## src/rtl/cpu_machine_ctrl_if.sv

```systemverilog
// Control bundle between the machine-cycle controller (master) and the datapath (slave).
interface cpu_machine_ctrl_if #(
    parameter int CNT_W = 16
);
    logic             ena;
    logic [2:0]       opcode;
    logic             zero;
    logic             inc_pc;
    logic             load_pc;
    logic             load_ir;
    logic             load_acc;
    logic             rd;
    logic             wr;
    logic             datactl_ena;
    logic             halt;
    logic [2:0]       state;
    logic [CNT_W-1:0] instr_cnt;

    modport master (
        input  ena, opcode, zero,
        output inc_pc, load_pc, load_ir, load_acc, rd, wr, datactl_ena, halt, state, instr_cnt
    );

    modport slave (
        output ena, opcode, zero,
        input  inc_pc, load_pc, load_ir, load_acc, rd, wr, datactl_ena, halt, state, instr_cnt
    );
endinterface

```

## src/rtl/cpu_machine_ctrl.sv

```systemverilog
// Eight-state machine-cycle controller for the 8-bit RISC core: sequences fetch,
// decode and execute strobes, tracks HLT and counts retired instructions.
module cpu_machine_ctrl #(
    parameter int CNT_W = 16
) (
    input  logic                clk,
    input  logic                rst,
    cpu_machine_ctrl_if.master  io_bus
);

    typedef enum logic [2:0] {
        S0 = 3'd0, S1 = 3'd1, S2 = 3'd2, S3 = 3'd3,
        S4 = 3'd4, S5 = 3'd5, S6 = 3'd6, S7 = 3'd7
    } state_t;

    localparam logic [2:0] OP_HLT  = 3'b000;
    localparam logic [2:0] OP_SKZ  = 3'b001;
    localparam logic [2:0] OP_ADD  = 3'b010;
    localparam logic [2:0] OP_ANDD = 3'b011;
    localparam logic [2:0] OP_XORR = 3'b100;
    localparam logic [2:0] OP_LDA  = 3'b101;
    localparam logic [2:0] OP_STO  = 3'b110;
    localparam logic [2:0] OP_JMP  = 3'b111;

    function automatic logic is_alu(input logic [2:0] op);
        return (op == OP_ADD) || (op == OP_ANDD) || (op == OP_XORR) || (op == OP_LDA);
    endfunction

    state_t           r_state;
    logic             r_halted;
    logic             r_skip;
    logic [CNT_W-1:0] r_instr_cnt;

    logic w_run;
    logic w_alu;
    logic w_sto;
    logic w_jmp;
    logic w_skz;
    logic w_inc_pc;
    logic w_load_pc;
    logic w_load_ir;
    logic w_load_acc;
    logic w_rd;
    logic w_wr;
    logic w_datactl_ena;
    logic w_halt;

    // Strobes are live only while out of reset, enabled and not halted.
    assign w_run = rst & io_bus.ena & ~r_halted;
    assign w_alu = is_alu(io_bus.opcode);
    assign w_sto = (io_bus.opcode == OP_STO);
    assign w_jmp = (io_bus.opcode == OP_JMP);
    assign w_skz = (io_bus.opcode == OP_SKZ);

    // Per-state strobe decode from the current state and opcode.
    always_comb begin
        w_inc_pc      = 1'b0;
        w_load_pc     = 1'b0;
        w_load_ir     = 1'b0;
        w_load_acc    = 1'b0;
        w_rd          = 1'b0;
        w_wr          = 1'b0;
        w_datactl_ena = 1'b0;
        w_halt        = r_halted;
        if (w_run) begin
            case (r_state)
                S0: begin
                    w_rd      = 1'b1;
                    w_load_ir = 1'b1;
                end
                S1: w_inc_pc = 1'b1;
                S2: begin
                    w_rd      = 1'b1;
                    w_load_ir = 1'b1;
                end
                S3: begin
                    w_inc_pc = 1'b1;
                    w_halt   = (io_bus.opcode == OP_HLT);
                end
                S4: begin
                    w_rd          = w_alu;
                    w_load_pc     = w_jmp;
                    w_datactl_ena = w_sto;
                end
                S5: begin
                    w_rd          = w_alu;
                    w_load_acc    = w_alu;
                    w_datactl_ena = w_sto;
                    w_wr          = w_sto;
                    w_load_pc     = w_jmp;
                    w_inc_pc      = w_skz & io_bus.zero;
                end
                S6: w_datactl_ena = w_sto;
                // S7 uses the skip decision latched in S5, not the live zero flag.
                S7: w_inc_pc = w_skz & r_skip;
                default: w_inc_pc = 1'b0;
            endcase
        end else begin
            w_halt = r_halted;
        end
    end

    // State sequencing, halt latch, skip latch and retired-instruction count.
    always_ff @(posedge clk or negedge rst) begin
        if (!rst) begin
            r_state     <= S0;
            r_halted    <= 1'b0;
            r_skip      <= 1'b0;
            r_instr_cnt <= {CNT_W{1'b0}};
        end else if (r_halted) begin
            r_state <= r_state;
        end else if (!io_bus.ena) begin
            r_state <= S0;
            r_skip  <= 1'b0;
        end else begin
            case (r_state)
                S0: r_state <= S1;
                S1: r_state <= S2;
                S2: r_state <= S3;
                S3: begin
                    if (io_bus.opcode == OP_HLT) begin
                        r_halted <= 1'b1;
                    end else begin
                        r_state <= S4;
                    end
                end
                S4: r_state <= S5;
                S5: begin
                    r_state <= S6;
                    r_skip  <= w_skz & io_bus.zero;
                end
                S6: r_state <= S7;
                S7: begin
                    r_state     <= S0;
                    r_skip      <= 1'b0;
                    r_instr_cnt <= r_instr_cnt + CNT_W'(1);
                end
                default: r_state <= S0;
            endcase
        end
    end

    assign io_bus.inc_pc      = w_inc_pc;
    assign io_bus.load_pc     = w_load_pc;
    assign io_bus.load_ir     = w_load_ir;
    assign io_bus.load_acc    = w_load_acc;
    assign io_bus.rd          = w_rd;
    assign io_bus.wr          = w_wr;
    assign io_bus.datactl_ena = w_datactl_ena;
    assign io_bus.halt        = w_halt;
    assign io_bus.state       = r_state;
    assign io_bus.instr_cnt   = r_instr_cnt;

endmodule
```

## src/flat_wrapper.sv

```systemverilog
// flat-port wrapper written by rule: the top's interface ports become plain ports
module cpu_machine_ctrl_flat 
#(
    parameter int CNT_W = 16
)
  (clk, rst, io_bus_ena, io_bus_opcode, io_bus_zero, io_bus_inc_pc, io_bus_load_pc, io_bus_load_ir, io_bus_load_acc, io_bus_rd, io_bus_wr, io_bus_datactl_ena, io_bus_halt, io_bus_state, io_bus_instr_cnt);
  cpu_machine_ctrl_if #(.CNT_W(CNT_W)) io_bus_i ();
  input  logic clk;
  input  logic rst;
  input wire logic [$bits(io_bus_i.ena)-1:0] io_bus_ena;
  input wire logic [$bits(io_bus_i.opcode)-1:0] io_bus_opcode;
  input wire logic [$bits(io_bus_i.zero)-1:0] io_bus_zero;
  output wire logic [$bits(io_bus_i.inc_pc)-1:0] io_bus_inc_pc;
  output wire logic [$bits(io_bus_i.load_pc)-1:0] io_bus_load_pc;
  output wire logic [$bits(io_bus_i.load_ir)-1:0] io_bus_load_ir;
  output wire logic [$bits(io_bus_i.load_acc)-1:0] io_bus_load_acc;
  output wire logic [$bits(io_bus_i.rd)-1:0] io_bus_rd;
  output wire logic [$bits(io_bus_i.wr)-1:0] io_bus_wr;
  output wire logic [$bits(io_bus_i.datactl_ena)-1:0] io_bus_datactl_ena;
  output wire logic [$bits(io_bus_i.halt)-1:0] io_bus_halt;
  output wire logic [$bits(io_bus_i.state)-1:0] io_bus_state;
  output wire logic [$bits(io_bus_i.instr_cnt)-1:0] io_bus_instr_cnt;
  assign io_bus_i.ena = io_bus_ena;
  assign io_bus_i.opcode = io_bus_opcode;
  assign io_bus_i.zero = io_bus_zero;
  assign io_bus_inc_pc = io_bus_i.inc_pc;
  assign io_bus_load_pc = io_bus_i.load_pc;
  assign io_bus_load_ir = io_bus_i.load_ir;
  assign io_bus_load_acc = io_bus_i.load_acc;
  assign io_bus_rd = io_bus_i.rd;
  assign io_bus_wr = io_bus_i.wr;
  assign io_bus_datactl_ena = io_bus_i.datactl_ena;
  assign io_bus_halt = io_bus_i.halt;
  assign io_bus_state = io_bus_i.state;
  assign io_bus_instr_cnt = io_bus_i.instr_cnt;
  cpu_machine_ctrl #(.CNT_W(CNT_W)) u_core (.clk(clk), .rst(rst), .io_bus(io_bus_i));
endmodule
```

## config.mk

```make
export PLATFORM = sky130hd
export DESIGN_NAME = cpu_machine_ctrl_flat
export DESIGN_NICKNAME = d
export VERILOG_FILES = /design/src/rtl/cpu_machine_ctrl_if.sv /design/src/rtl/cpu_machine_ctrl.sv /design/src/flat_wrapper.sv
export SDC_FILE = /design/constraint.sdc
export NUM_CORES = 1
export LEC_CHECK = 0
export ABC_AREA = 1
export CORE_MARGIN = 5
export CORE_UTILIZATION = 40
export CTS_BUF_LIST = sky130_fd_sc_hd__clkbuf_4 sky130_fd_sc_hd__clkbuf_8
export DETAILED_ROUTE_END_ITERATION = 6
export GPL_TIMING_DRIVEN = 0
export PLACE_DENSITY = 0.69
export SYNTH_ARGS = -nofsm -noshare
export SYNTH_HDL_FRONTEND = slang
export SYNTH_SLANG_ARGS = --single-unit
```

## constraint.sdc

```tcl
create_clock -name clk -period 3.9 [get_ports clk]
set_input_delay 0.78 -clock clk [delete_from_list [all_inputs] [get_ports clk]]
set_output_delay 0.78 -clock clk [all_outputs]
set_load 0.02 [all_outputs]
```

==> impl_metrics.py <==
metrics = {
    "outcome": {
        "status": "finished clean",
    },
    "global_routing": {
        "antenna_found_initial": 0,
        "grt_pass1_wl_mm": 4.86,
        "gr-total-overflow": 0,
        "grt_max_degree": 23,
        "grt_usage_pct": 14.4,
        "first_global_vias": 1150,
    },
    "clock_tree": {
        "post-cts-setup-buffers": 0,
        "h-tree-depth": 1,
        "clk_pin_slew_ps": 120,
        "ctsHoldBuffers": 0,
        "tritoncts": "built",
        "cts-resized-gates": 1,
        "clk_latency_ps": 310,
        "cts-root-buf": "clkbuf_4",
        "cts_num_sinks": 21,
        "numCtsBuffers": 3,
        "clk_path_buf_depth": 2,
    },
    "setup_path": {
        "required_ps": 3120,
        "crit_fanout": 6,
        "crit_path_end_kind": "output port",
        "critical_path_class": "input port to output port",
        "cp.arrival_ps": 2680,
        "r2r_setup_slack_ps": 2450,
        "startpoint_type": "input port",
    },
    "die": {
        "initial_core_util_pct": 40.6,
        "core-area_um2": 2980,
        "rows": 20,
        "die_w_um": 65.0,
        "io_pins": 34,
        "die_area_um2": 4220,
        "fp.dieH_um": 65.0,
    },
    "run": {
        "max-cap-violations": 0,
    },
    "sta": {
        "rsz0062_at_grt": "false",
        "final_max_slew_viol_count": 0,
        "max_freq_ghz": 0.289,
        "post-route-min-period_ps": 3460,
        "finalCritPeriodShare_pct": 88.6,
        "finalSetupViolCount": 0,
        "tns_ps": 0,
        "slew_headroom_pct": 64.9,
        "fin_ws_ps": 443,
        "worstMarginPinSlew_ps": 527,
        "clock_skew_ps": 5.36,
        "final_hold_viol_count": 0,
    },
    "pwr": {
        "power_mw": 0.338,
        "p_seq_share_pct": 64.4,
        "pwr-share-clk_pct": 31.2,
        "switchingPower_mw": 0.0758,
        "internal-power_mw": 0.262,
        "power.leakage_nw": 0.713,
        "powerDensity_nw_per_um2": 211,
        "max-vdd-ir-drop_mv": 0.122,
        "comb_power_share_pct": 4.4,
        "swShare_pct": 22.5,
    },
    "logic_synthesis": {
        "synthDistinctLibCells": 22,
        "syn_inst": 162,
        "synth_compound_area_share_pct": 5.48,
        "synth_xor_area_share_pct": 7.24,
        "synth.net_count": 170,
        "ys.flop_type": "dfrtp_1",
        "synth_top_family_by_area": "simple AND/OR/NAND/NOR gates",
        "syn_area_um2": 1210,
        "yosysSeqAreaShare_pct": 43.4,
        "synth-seq-cells": 21,
        "ys_warn_count": 0,
        "synth-adder-area-share_pct": 1.03,
        "synth_mux_area_share_pct": 0,
        "async_flop_share_pct": 100,
        "synth_area_per_cell_um2": 7.47,
        "yosys.area_share.simple_pct": 36.0,
        "synth_edf_count": 0,
    },
    "cells_and_area": {
        "final_cells": 232,
        "area_delta_synth_final_pct": 32.6,
        "drive_gt1_share_pct": 6.03,
        "multi_input_area_um2": 602,
        "seq_area_um2": 526,
        "insertedDiodeCount": 0,
        "design_area_um2": 1600,
        "nNetsFinal": 208,
        "fillers": 293,
    },
    "route": {
        "first_pass_iters": 4,
        "routedWlPerCell_um": 11.7,
        "drtIter0Drc": 65,
        "antenna_left": 0,
        "vias": 1172,
        "wirelength_mm": 2.72,
        "drc": 0,
        "vias_per_cell": 5.05,
    },
    "placed_design": {
        "routabilityCongestion": 0.853,
        "io_buffers": 33,
        "pre_cts_ws_ps": -186,
        "hpwl_mm": 2.16,
        "placed_cell_area_um2": 1580,
        "post-place-cells": 228,
    },
    "worst_hold_path": {
        "hold_class": "input port to async pin",
    },
}
kinds of logic (layout without fill, tap and decap cells):
group / Yosys count / in the layout
DFF: 21 / 21
buffers and inverters: 19 / 56
and+or+nand+nor: 99 / 99
xor gates and xnor gates: 10 / 10
adders and majority gates: 1 / 1
AOI/OAI and AO/OA: 12 / 12
state kept, by name, indices dropped and copies added (netlist names):
name / count
u_core.io_bus.instr_cnt: 16
u_core.io_bus.state: 3
u_core.r_halted: 1
u_core.r_skip: 1
critical path: stages:
cell and delay [ps]:
clkdlybuf4s50_1 580, nand2_1 150, nor2_1 270, nand4_1 170
nor2_1 120, clkdlybuf4s50_1 610
area by class of cell:
cell class	count	area share (%)
well taps	33	2.57
multi-input cells	122	37.5
flip-flops and latches	21	32.8
clock inverters	1	0.312
clock buffers	3	1.40
repair buffers	33	20.3
plain buffers	2	1.01
inverters	17	4.13
power groups by stage:
stage                     registers, mW  clock network [mW]  logic, mW
after floorplan                   0.222                   0    0.00294
after global placement            0.222                   0     0.0153
after detailed placement          0.222                   0     0.0158
after CTS                         0.218               0.111     0.0155
after global routing              0.218               0.126     0.0171
final                             0.218               0.105     0.0148
path summary, 6_finish.rpt:
kind                                              from                          end  cells past startpoint
max in group asynchronous                          rst  u_core.io_bus.instr_cnt[13]                      1
min                                                rst   u_core.io_bus.instr_cnt[0]                      1
max                                         io_bus_ena                    io_bus_wr                      6
min reg2reg                u_core.io_bus.instr_cnt[15]  u_core.io_bus.instr_cnt[15]                      2
max reg2reg                 u_core.io_bus.instr_cnt[0]   u_core.io_bus.instr_cnt[8]                      7
min in group clk           u_core.io_bus.instr_cnt[15]  u_core.io_bus.instr_cnt[15]                      2
placed cells by master (no fill, tap or decap), drive strengths merged:
cell type      count
o21bai             2
a31oi              1
clkinv             1
nand4              7
nand2             54
ha                 1
xnor2              4
nor2              26
dfrtp             21
buf                2
and2               1
xor2               6
o21ai              7
nand3b             3
a21oi              2
nand3              6
inv               17
clkdlybuf4s50     32
clkbuf             4
nor3               2
Yosys cell counts, types with 2 or more instances:
cell type | n | area share (%)
a21oi_1 | 2 | 0.83
dfrtp_1 | 21 | 43
inv_1 | 16 | 5.0
nand2_1 | 54 | 17
nand3_1 | 5 | 2.1
nand3b_1 | 3 | 1.9
nand4_1 | 7 | 3.6
nor2_1 | 23 | 7.1
nor2_4 | 2 | 1.9
nor3_1 | 2 | 0.83
o21ai_0 | 7 | 2.9
o21bai_1 | 2 | 1.2
xnor2_1 | 4 | 2.9
xor2_1 | 6 | 4.3
layer usage:
| layer | vias to the layer above | track usage (%) | routed length, um |
|---|---|---|---|
| li1 | 587 | - | - |
| met1 | 545 | 16.5 | 1200 |
| met2 | 35 | 26.1 | 1320 |
| met3 | 5 | 2.60 | 163 |
| met4 | 0 | 5.80 | 38 |
| met5 | - | 0 | 0 |
stage by stage:
step | hold WS [ps] | utilization, %
final | 419 | 53.9
after global routing | 447 | 53.9
after CTS | 518 | 54.0
after detailed placement | 489 | 53.1
after global placement | 478 | 53.1
after floorplan | 484 | -
Note: power is estimated with default switching activity, not from simulation.
